## config.mk

```make
export PLATFORM = sky130hd
export DESIGN_NAME = lc_sram_ctrl
export DESIGN_NICKNAME = d
export VERILOG_FILES = /design/src/rtl/apple2_mem_pkg.sv /design/src/rtl/lc_region_decode.sv /design/src/rtl/lc_sram_ctrl.sv
export SDC_FILE = /design/constraint.sdc
export NUM_CORES = 1
export LEC_CHECK = 0
export BUFFER_PORTS_ARGS = -buffer_cell sky130_fd_sc_hd__buf_2
export CORE_MARGIN = 5
export CORE_UTILIZATION = 50
export CTS_CLUSTER_SIZE = 20
export DETAILED_ROUTE_END_ITERATION = 8
export HOLD_SLACK_MARGIN = 0.1
export PLACE_DENSITY = 0.79
export SLEW_MARGIN = 20
export SYNTH_ARGS = -nofsm -noshare
export SYNTH_HDL_FRONTEND = slang
export SYNTH_SLANG_ARGS = --single-unit
```

## constraint.sdc

```tcl
create_clock -name mclk28 -period 4.95 [get_ports mclk28]
set_clock_uncertainty 0.15 [all_clocks]
set_input_delay 0.99 -clock mclk28 [delete_from_list [all_inputs] [get_ports mclk28]]
set_output_delay 0.99 -clock mclk28 [all_outputs]
set_load 0.02 [all_outputs]
```

## src/rtl/apple2_mem_pkg.sv

```systemverilog
`default_nettype none
// ============================================================================
// Module      : apple2_mem_pkg
// Description : Shared types and constants for the language-card SRAM
//               controller: FSM state encoding, CPU service classes, region
//               page numbers, open-bus value and the external SRAM width.
// Ports       : none (package)
// Revision    : 1.0 - initial release
// ============================================================================
package apple2_mem_pkg;

  localparam int unsigned SRAM_AW = 18;

  localparam logic [3:0] IO_PAGE  = 4'hC;
  localparam logic [3:0] HI_PAGE  = 4'hD;
  localparam logic [7:0] OPEN_BUS = 8'hFF;

  typedef enum logic [2:0] {
    ST_IDLE     = 3'd0,
    ST_RD_SETUP = 3'd1,
    ST_RD_WAIT  = 3'd2,
    ST_RD_LATCH = 3'd3,
    ST_WR_SETUP = 3'd4,
    ST_WR_PULSE = 3'd5,
    ST_WR_HOLD  = 3'd6
  } state_t;

  // How a latched CPU access is completed.
  typedef enum logic [1:0] {
    SVC_IO   = 2'd0,  // I/O page: open bus, no SRAM cycle
    SVC_ROM  = 2'd1,  // high window read with card RAM disabled
    SVC_WP   = 2'd2,  // high window write with card RAM write-protected
    SVC_SRAM = 2'd3   // real SRAM cycle
  } svc_t;

endpackage
`default_nettype wire

```

## src/rtl/lc_region_decode.sv

```systemverilog
`default_nettype none
// ============================================================================
// Module      : lc_region_decode
// Description : Combinational region decode for a latched CPU access. Selects
//               the service class and the 18-bit SRAM address.
// Ports       : i_addr      - latched CPU address
//               i_we        - latched CPU write flag
//               i_card_rd   - latched language-card read enable
//               i_card_we   - latched language-card write enable
//               i_card_addr - latched translated card address
//               o_svc       - service class (IO / ROM / WP / SRAM)
//               o_sram_addr - SRAM address for an SRAM-class access
// Revision    : 1.0 - initial release
// ============================================================================
module lc_region_decode
  import apple2_mem_pkg::*;
(
  input  logic [15:0]        i_addr,
  input  logic               i_we,
  input  logic               i_card_rd,
  input  logic               i_card_we,
  input  logic [SRAM_AW-1:0] i_card_addr,
  output svc_t               o_svc,
  output logic [SRAM_AW-1:0] o_sram_addr
);

  logic w_hi;
  logic w_io;

  assign w_hi = (i_addr[15:12] >= HI_PAGE);
  assign w_io = (i_addr[15:12] == IO_PAGE);

  always_comb begin
    o_svc = SVC_SRAM;
    if (w_io) begin
      o_svc = SVC_IO;
    end else if (w_hi && !i_we && !i_card_rd) begin
      o_svc = SVC_ROM;
    end else if (w_hi && i_we && !i_card_we) begin
      o_svc = SVC_WP;
    end
  end

  // The $D000-$FFFF window is remapped by the card; everything else is
  // identity-mapped into the bottom 64K of the SRAM.
  assign o_sram_addr = w_hi ? i_card_addr : {2'b00, i_addr};

endmodule
`default_nettype wire

```

## src/rtl/lc_sram_ctrl.sv

```systemverilog
`default_nettype none
// ============================================================================
// Module      : lc_sram_ctrl
// Description : Language-card SRAM controller. Captures CPU and video
//               requests into pending slots and runs them on a single-port
//               256Kx8 SRAM, serving video first. I/O, ROM and
//               write-protected CPU accesses complete without an SRAM cycle.
// Ports       : mclk28, reset_in             - clock / sync active-high reset
//               cpu_strobe, cpu_addr, cpu_we, cpu_din       - CPU request
//               card_addr, card_ram_rd, card_ram_we         - card mapping
//               rom_data                     - ROM byte for cpu_addr
//               vid_req, vid_addr            - video fetch request
//               cpu_dout, cpu_ack            - CPU completion
//               vid_dout, vid_ack            - video completion
//               sram_addr, sram_dq_o, sram_dq_oe, sram_dq_i,
//               sram_oe_n, sram_we_n         - SRAM pins
// Revision    : 1.0 - initial release
// ============================================================================
module lc_sram_ctrl
  import apple2_mem_pkg::*;
#(
  parameter int unsigned        SRAM_WAIT = 1,
  parameter logic [SRAM_AW-1:0] VID_BASE  = 18'h00000
) (
  input  logic               mclk28,
  input  logic               reset_in,
  input  logic               cpu_strobe,
  input  logic [15:0]        cpu_addr,
  input  logic               cpu_we,
  input  logic [7:0]         cpu_din,
  input  logic [SRAM_AW-1:0] card_addr,
  input  logic               card_ram_rd,
  input  logic               card_ram_we,
  input  logic [7:0]         rom_data,
  input  logic               vid_req,
  input  logic [15:0]        vid_addr,
  output logic [7:0]         cpu_dout,
  output logic               cpu_ack,
  output logic [7:0]         vid_dout,
  output logic               vid_ack,
  output logic [SRAM_AW-1:0] sram_addr,
  output logic [7:0]         sram_dq_o,
  output logic               sram_dq_oe,
  input  logic [7:0]         sram_dq_i,
  output logic               sram_oe_n,
  output logic               sram_we_n
);

  localparam logic [2:0] c_wait_load = 3'(SRAM_WAIT - 1);

  // Pending slots
  logic               r_cpu_pend;
  logic [15:0]        r_cpu_addr;
  logic               r_cpu_we;
  logic [7:0]         r_cpu_din;
  logic [SRAM_AW-1:0] r_card_addr;
  logic               r_card_rd;
  logic               r_card_we;
  logic [7:0]         r_rom_data;
  logic               r_vid_pend;
  logic [15:0]        r_vid_addr;

  // Sequencer
  state_t             r_state;
  state_t             w_state_next;
  logic               r_serve_vid;
  logic [2:0]         r_wait_cnt;
  logic [7:0]         r_rd_data;

  svc_t               w_svc;
  logic [SRAM_AW-1:0] w_cpu_sram_addr;
  logic [SRAM_AW-1:0] w_vid_sram_addr;
  logic               w_wait_done;
  logic               w_take_vid;
  logic               w_take_cpu;
  logic               w_vid_done;
  logic               w_cpu_sram_done;
  logic               w_cpu_fast_ack;

  lc_region_decode u_decode (
    .i_addr      (r_cpu_addr),
    .i_we        (r_cpu_we),
    .i_card_rd   (r_card_rd),
    .i_card_we   (r_card_we),
    .i_card_addr (r_card_addr),
    .o_svc       (w_svc),
    .o_sram_addr (w_cpu_sram_addr)
  );

  assign w_vid_sram_addr = VID_BASE + {2'b00, r_vid_addr};
  assign w_wait_done     = (r_wait_cnt == 3'd0);
  assign w_take_vid      = (r_state == ST_IDLE) && r_vid_pend;
  assign w_take_cpu      = (r_state == ST_IDLE) && !r_vid_pend && r_cpu_pend
                           && (w_svc == SVC_SRAM);
  assign w_vid_done      = (r_state == ST_RD_LATCH) && r_serve_vid;
  assign w_cpu_sram_done = ((r_state == ST_RD_LATCH) && !r_serve_vid)
                           || (r_state == ST_WR_HOLD);
  // Non-SRAM CPU completions yield to a video ack on the same edge; the slot
  // stays pending so the ack simply slips by one cycle.
  assign w_cpu_fast_ack  = r_cpu_pend && (w_svc != SVC_SRAM) && !w_vid_done;

  // --------------------------------------------------------------------------
  // State register
  // --------------------------------------------------------------------------
  always_ff @(posedge mclk28) begin
    if (reset_in) begin
      r_state <= ST_IDLE;
    end else begin
      r_state <= w_state_next;
    end
  end

  // --------------------------------------------------------------------------
  // Next-state logic
  // --------------------------------------------------------------------------
  always_comb begin
    w_state_next = r_state;
    case (r_state)
      ST_IDLE: begin
        if (w_take_vid) begin
          w_state_next = ST_RD_SETUP;
        end else if (w_take_cpu) begin
          w_state_next = r_cpu_we ? ST_WR_SETUP : ST_RD_SETUP;
        end
      end
      ST_RD_SETUP: w_state_next = ST_RD_WAIT;
      ST_RD_WAIT:  if (w_wait_done) w_state_next = ST_RD_LATCH;
      ST_RD_LATCH: w_state_next = ST_IDLE;
      ST_WR_SETUP: w_state_next = ST_WR_PULSE;
      ST_WR_PULSE: if (w_wait_done) w_state_next = ST_WR_HOLD;
      ST_WR_HOLD:  w_state_next = ST_IDLE;
      default:     w_state_next = ST_IDLE;
    endcase
  end

  // --------------------------------------------------------------------------
  // Request capture. Completion clears a slot first so a capture on the
  // ack edge is kept.
  // --------------------------------------------------------------------------
  always_ff @(posedge mclk28) begin
    if (reset_in) begin
      r_cpu_pend  <= 1'b0;
      r_cpu_addr  <= '0;
      r_cpu_we    <= 1'b0;
      r_cpu_din   <= '0;
      r_card_addr <= '0;
      r_card_rd   <= 1'b0;
      r_card_we   <= 1'b0;
      r_rom_data  <= '0;
      r_vid_pend  <= 1'b0;
      r_vid_addr  <= '0;
    end else begin
      if (w_cpu_fast_ack || w_cpu_sram_done) begin
        r_cpu_pend <= 1'b0;
      end
      if (cpu_strobe) begin
        r_cpu_pend  <= 1'b1;
        r_cpu_addr  <= cpu_addr;
        r_cpu_we    <= cpu_we;
        r_cpu_din   <= cpu_din;
        r_card_addr <= card_addr;
        r_card_rd   <= card_ram_rd;
        r_card_we   <= card_ram_we;
        r_rom_data  <= rom_data;
      end
      if (w_vid_done) begin
        r_vid_pend <= 1'b0;
      end
      if (vid_req) begin
        r_vid_pend <= 1'b1;
        r_vid_addr <= vid_addr;
      end
    end
  end

  // --------------------------------------------------------------------------
  // SRAM pins and completion outputs. Strobes are registered, so the action
  // of each state appears on the pins from the following cycle: OE_n/WE_n
  // are low exactly for the SRAM_WAIT cycles spent in RD_WAIT / WR_PULSE.
  // Read data is captured on the edge that ends RD_WAIT, while OE_n is still
  // low, and presented with the ack on leaving RD_LATCH.
  // --------------------------------------------------------------------------
  always_ff @(posedge mclk28) begin
    if (reset_in) begin
      sram_addr   <= '0;
      sram_dq_o   <= '0;
      sram_dq_oe  <= 1'b0;
      sram_oe_n   <= 1'b1;
      sram_we_n   <= 1'b1;
      cpu_ack     <= 1'b0;
      vid_ack     <= 1'b0;
      cpu_dout    <= '0;
      vid_dout    <= '0;
      r_serve_vid <= 1'b0;
      r_wait_cnt  <= '0;
      r_rd_data   <= '0;
    end else begin
      cpu_ack <= 1'b0;
      vid_ack <= 1'b0;

      case (r_state)
        ST_IDLE: begin
          if (w_take_vid) begin
            r_serve_vid <= 1'b1;
            sram_addr   <= w_vid_sram_addr;
          end else if (w_take_cpu) begin
            r_serve_vid <= 1'b0;
            sram_addr   <= w_cpu_sram_addr;
            if (r_cpu_we) begin
              sram_dq_o  <= r_cpu_din;
              sram_dq_oe <= 1'b1;
            end
          end
        end
        ST_RD_SETUP: begin
          sram_oe_n  <= 1'b0;
          r_wait_cnt <= c_wait_load;
        end
        ST_RD_WAIT: begin
          if (w_wait_done) begin
            sram_oe_n <= 1'b1;
            r_rd_data <= sram_dq_i;
          end else begin
            r_wait_cnt <= r_wait_cnt - 3'd1;
          end
        end
        ST_RD_LATCH: begin
          if (r_serve_vid) begin
            vid_dout <= r_rd_data;
            vid_ack  <= 1'b1;
          end else begin
            cpu_dout <= r_rd_data;
            cpu_ack  <= 1'b1;
          end
        end
        ST_WR_SETUP: begin
          sram_we_n  <= 1'b0;
          r_wait_cnt <= c_wait_load;
        end
        ST_WR_PULSE: begin
          if (w_wait_done) begin
            sram_we_n <= 1'b1;
          end else begin
            r_wait_cnt <= r_wait_cnt - 3'd1;
          end
        end
        ST_WR_HOLD: begin
          cpu_ack    <= 1'b1;
          sram_dq_oe <= 1'b0;
        end
        default: begin
          sram_oe_n  <= 1'b1;
          sram_we_n  <= 1'b1;
          sram_dq_oe <= 1'b0;
        end
      endcase

      if (w_cpu_fast_ack) begin
        cpu_ack <= 1'b1;
        if (w_svc == SVC_IO) begin
          cpu_dout <= OPEN_BUS;
        end else if (w_svc == SVC_ROM) begin
          cpu_dout <= r_rom_data;
        end
      end
    end
  end

endmodule
`default_nettype wire

```

# Yosys cells after proc, flatten, opt, wreduce, memory -nomap -nowiden
# Index checks and enable logic that the tools add are counted.
[totals]
ff_bits = 133
wordCells = 125
[op_classes]
n_addsub = 1
order_cmp = 1
bitwise = 5
n_eq_ne = 17
reduce_logical = 42
muxes = 36
[ops]
columns = ["operator", "n"]
rows = [
  ["$mux 18", 3],
  ["$mux 8", 5],
  ["$mux 3", 6],
  ["$pmux 3 s5", 1],
  ["$reduce_or 5->1", 3],
  ["$mux 1", 14],
  ["$ne 2x2->1 const B", 7],
  ["$logic_and 1x1->1", 12],
  ["$reduce_and 2->1", 6],
  ["$eq 3x3->1 const B", 3],
  ["$reduce_and 4->1", 2],
  ["$reduce_bool 2->1", 4],
  ["$eq 3x2->1 const B", 2],
  ["$logic_not 1->1", 6],
  ["$logic_not 3->1", 2],
  ["$pmux 1 s3", 2],
  ["$pmux 3 s2", 1],
  ["$reduce_or 2->1", 3],
  ["$not 1->1", 5],
  ["$eq 4x4->1 const B", 1],
  ["$ge 4x4->1 const B", 1],
  ["$mux 2", 2],
  ["$pmux 1 s2", 2],
  ["$eq 3x1->1 const B", 1],
  ["other kinds (7)", 8],
]

# Depth between registers and ports, before layout
[depth]
ltp_word = 12
depth_mapped = 7

# Cells and area by module
# From an unflattened synthesis, not the netlist that was laid out.
[unflattened]
hier_cells = 585
hier_area_um2 = 5535.3
[by_module_without_submodules]
columns = ["module", "seq_area_each_um2", "cells_per_inst", "area_each_um2", "instances"]
rows = [
  ["lc_sram_ctrl", 2662.6, 550, 5221.3, 1],
  ["lc_region_decode", 0.0, 35, 314.1, 1],
]

# Least setup slack after synthesis
# No wires, ideal clock.
[synth_path]
path_type = "in2reg"
start = "input cpu_strobe"
end = "register r_card_addr[10]"
stages = 4
required_time_ns = 4.672
setup_slack_ns = 2.635
arrival_time_ns = 2.038
path_buffers = 2
cell_sequence = "clkbuf_1 -> buf_1 -> mux2i_1 -> nor2_1"
[synth_lines]
columns = ["element", "line", "text"]
rows = [
  ["from (decl)", "lc_sram_ctrl.sv:27", "input logic cpu_strobe,"],
  ["to (signal assigned)", "lc_sram_ctrl.sv:161", "r_card_addr <= card_addr;"],
  ["to (decl)", "lc_sram_ctrl.sv:56", "logic [SRAM_AW-1:0] r_card_addr;"],
]

# Final worst setup path
[layout_path]
start = "register r_cpu_we"
end = "register sram_addr[12]"
[layout_between]
elab_chain_len = 9
elab_cells_between_ends = 12
[layout_lines]
columns = ["element", "line", "text"]
rows = [
  ["from (decl)", "lc_sram_ctrl.sv:54", "logic r_cpu_we;"],
  ["from (signal assigned)", "lc_sram_ctrl.sv:159", "r_cpu_we <= cpu_we;"],
  ["$logic_and 1x1->1 or $logic_not 1->1 (tied branches)", "lc_region_decode.sv:39, lc_region_decode.sv:37", ""],
  ["$logic_and 1x1->1 (on tied branches)", "lc_region_decode.sv:39, lc_region_decode.sv:37", ""],
  ["$mux 1 or $logic_and 1x1->1 (tied branches)", "lc_region_decode.sv:39, lc_region_decode.sv:37", ""],
  ["$mux 2 (*)", "lc_region_decode.sv:37", "end else if (w_hi && !i_we && !i_card_rd) begin"],
  ["$mux 2 (*)", "lc_region_decode.sv:35", "if (w_io) begin"],
  ["$eq 2x2->1 (*)", "lc_sram_ctrl.sv:94", "&& (w_svc == SVC_SRAM);"],
  ["$logic_and 1x1->1 (*)", "lc_sram_ctrl.sv:94", ""],
  ["$reduce_bool 2->1 (no source line) (*)", "--", ""],
  ["$reduce_and 2->1 (no source line) (*)", "--", ""],
  ["to (signal assigned)", "lc_sram_ctrl.sv:205", "sram_addr <= w_vid_sram_addr;"],
  ["to (signal assigned)", "lc_sram_ctrl.sv:208", "sram_addr <= w_cpu_sram_addr;"],
  ["to (decl)", "lc_sram_ctrl.sv:41", "output logic [SRAM_AW-1:0] sram_addr,"],
]
# Mark *: on every way between the ends. The rest lies on a longest branch, timed or not.
# A chain may end at the register's enable or synchronous reset.

==> results.json <==
{
  "outcome": "finished, final reports clean",
  "slew_violations": 0,
  "placementRows": 38,
  "area_growth_pct": 23.84,
  "ir_worst_vdd_mv": 0.2284,
  "yosys_most_used_dff": "dfxtp_1",
  "post-synth-top-area-cell": "dfxtp_1",
  "synth_top_area_share": 0.4873,
  "yosysSeqAreaShare": 0.4873,
  "synth.net_count": 670,
  "cp-end-kind": "flop",
  "drc": 0,
  "port_buffers": 127,
  "leakagePower_nw": 2.980,
  "drt_pass1_iterations": 5,
  "die-area_mm2": 0.01312,
  "whs_path_depth": 2,
  "antenna_found_initial": 0,
  "syn_area_mm2": 0.005464,
  "drive_above_1_share": 0.2504,
  "grt-ovfl-total": 0,
  "dp_cells": 811,
  "async_reset_ff_frac": 0,
  "final_cells": 843,
  "setup_tns_ns": 0,
  "post_cts_buffers": 0,
  "period_needed_ns": 3.074,
  "grt_first_pass_wirelength_um": 22130,
  "synth_compound_area_frac": 0.1234,
  "rr_worst_depth": 4,
  "cts_tree": "built",
  "hp-start": "vid_dout[5]",
  "synth_edf_count": 0,
  "layout_setup_ws_ns": 1.876,
  "synth.avg_cell_area_um2": 9.308,
  "netlist_top_cells_area": "dfxtp_1 (49%), mux2i_1 (16%), nor2_1 (6.8%), nand2_1 (3.3%), a21oi_1 (2.6%)",
  "dp_hpwl_um": 9632,
  "regToRegStartpoint": "r_cpu_we",
  "cts_resized": 0,
  "postSynthCellCount": 587,
  "ys_warn_count": 0,
  "ys_ff_latch": 133,
  "ant_nets": 0,
  "power.density_mw_per_mm2": 435.6,
  "via_count": 4716,
  "core-area_mm2": 0.01079,
  "fin_crit_sh": 0.6211,
  "clk_pin_slew_ns": 0.06,
  "wl_per_cell_um": 16.34,
  "synth.distinct_cells": 52,
  "fin_nets": 773,
  "whs_endpoint": "vid_dout[5]",
  "dieWidth_um": 114.5,
  "synthSimpleGateAreaFrac": 0.1614,
  "relSlewSlack": 0.2997,
  "fmax_mhz": 325.3,
  "layout_commonest_cell": "dfxtp_1",
  "grt_max_degree": 84,
  "rrSetupSlack_ns": 1.88,
  "start_util": 0.5063,
  "grt_usage": 0.2125,
  "routed_wl_um": 13770,
  "holdWs_ns": 0.3000,
  "cts_sinks": 133,
  "dieHeight_um": 114.5,
  "cts_max_level": 4,
  "root_buffer": "clkbuf_8",
  "numCtsBuffers": 17,
  "crit_type": "reg -> reg",
  "drv_cap": 0,
  "io_pins": 128,
  "via_per_inst": 5.594,
  "placed_cell_area_mm2": 0.006111,
  "finalHoldViolCount": 0,
  "gp_congestion": 0.8267,
  "arrival_ns": 3.31,
  "final_cell_mix": "dfxtp_1 (133), buf_2 (126), nor2_1 (99), mux2i_1 (86), nand2_1 (48)",
  "r2r-end": "sram_addr[12]",
  "critPathMaxFanout": 14,
  "hold_class": "reg -> reg",
  "synthAdderAreaFrac": 0.004580,
  "worstSkewPairLatency_ns": 0.52,
  "worstSetupStartpointType": "flop",
  "setup_violations": 0,
  "place_ws_ns": 2.014,
  "total_power_mw": 2.948,
  "drt_iter0_drc": 253,
  "synthMuxAreaShare": 0.1802,
  "required_ns": 5.19,
  "postCtsHoldBufs": 0,
  "diodes": 0,
  "rsz0062_at_grt": "false",
  "clock_path_buffers": 2,
  "final_util": 0.6269,
  "fin_area_mm2": 0.006766,
  "synth_top_family_by_area": "multiplexers",
  "grt_pass1_vias": 4625,
  "worstMarginPinSlew_ns": 1.050,
  "synth-xor-area-share": 0.001603
}
## cell type report
cell class | count | area (um^2)
Multi-Input combinational cell | 398 | 2575
Clock buffer | 20 | 455.4
Clock inverter | 12 | 200.2
Inverter | 10 | 37.54
Tap cell | 140 | 175.2
Timing Repair Buffer | 130 | 660.6
Sequential cell | 133 | 2663
Fill cell | 876 | 4026
## per-layer routing
layer | GRT usage | vias to the layer above | part of all wire
li1 | - | 2281 | -
met1 | 0.2549 | 2222 | 0.41
met2 | 0.3430 | 174 | 0.49
met3 | 0.06554 | 39 | 0.072
met4 | 0.1077 | 0 | 0.034
met5 | 0 | - | 0
## registers in the layout, indices dropped and copies added, names as in the netlist, 3 cells and up
register     cells
r_card_addr     18
r_state          3
vid_dout         8
r_cpu_addr      16
r_cpu_din        8
r_rd_data        8
cpu_dout         8
sram_dq_o        8
sram_addr       18
r_wait_cnt       3
r_vid_addr      16
r_rom_data       8
## cells in the mapped netlist, types with 8 or more instances
master / count
dfxtp_1: 133
nor2_1: 99
mux2i_1: 86
nand2_1: 48
clkbuf_1: 29
a21oi_1: 28
nor3_1: 16
a311oi_1: 14
a211oi_1: 11
mux2_2: 11
nand4_1: 11
buf_2: 10
o21ai_0: 10
inv_1: 8
o31ai_1: 8
## report_power, final
part	switching [mW]	total [mW]	internal (mW)	leakage, nW
logic	0.216	0.360	0.144	1.59
clock network	0.460	1.37	0.908	0.301
registers	0.0737	1.22	1.15	1.09
## critical path: stages (launching register included)
cell	delay [ns]
dfxtp_1	0.62
mux2i_1	0.22
o21ai_1	0.84
nand2_1	0.59
a2111oi_0	0.52
## how the worst max path moves through the flow
stage                     startpoint              end  slack (ns)  depth (start not counted)
final                       r_cpu_we    sram_addr[12]        1.88                          4
after global routing        r_cpu_we    sram_addr[13]        1.63                          4
after CTS                   r_cpu_we    sram_addr[12]        1.96                          4
after detailed placement    r_cpu_we    sram_addr[12]        2.01                          4
after global placement      r_cpu_we    sram_addr[12]        2.19                          4
after floorplan           cpu_strobe  r_card_addr[10]        2.63                          4
## kinds of logic after synthesis
family,count (synthesis)
multiplexers,97
AO/OA/AOI/OAI,100
adder cells (fa/ha/maj),2
AND/OR/NAND/NOR,198
buffers and inverters,56
XOR/XNOR,1
flip-flops,133
Power figures use the tool's default switching activity.
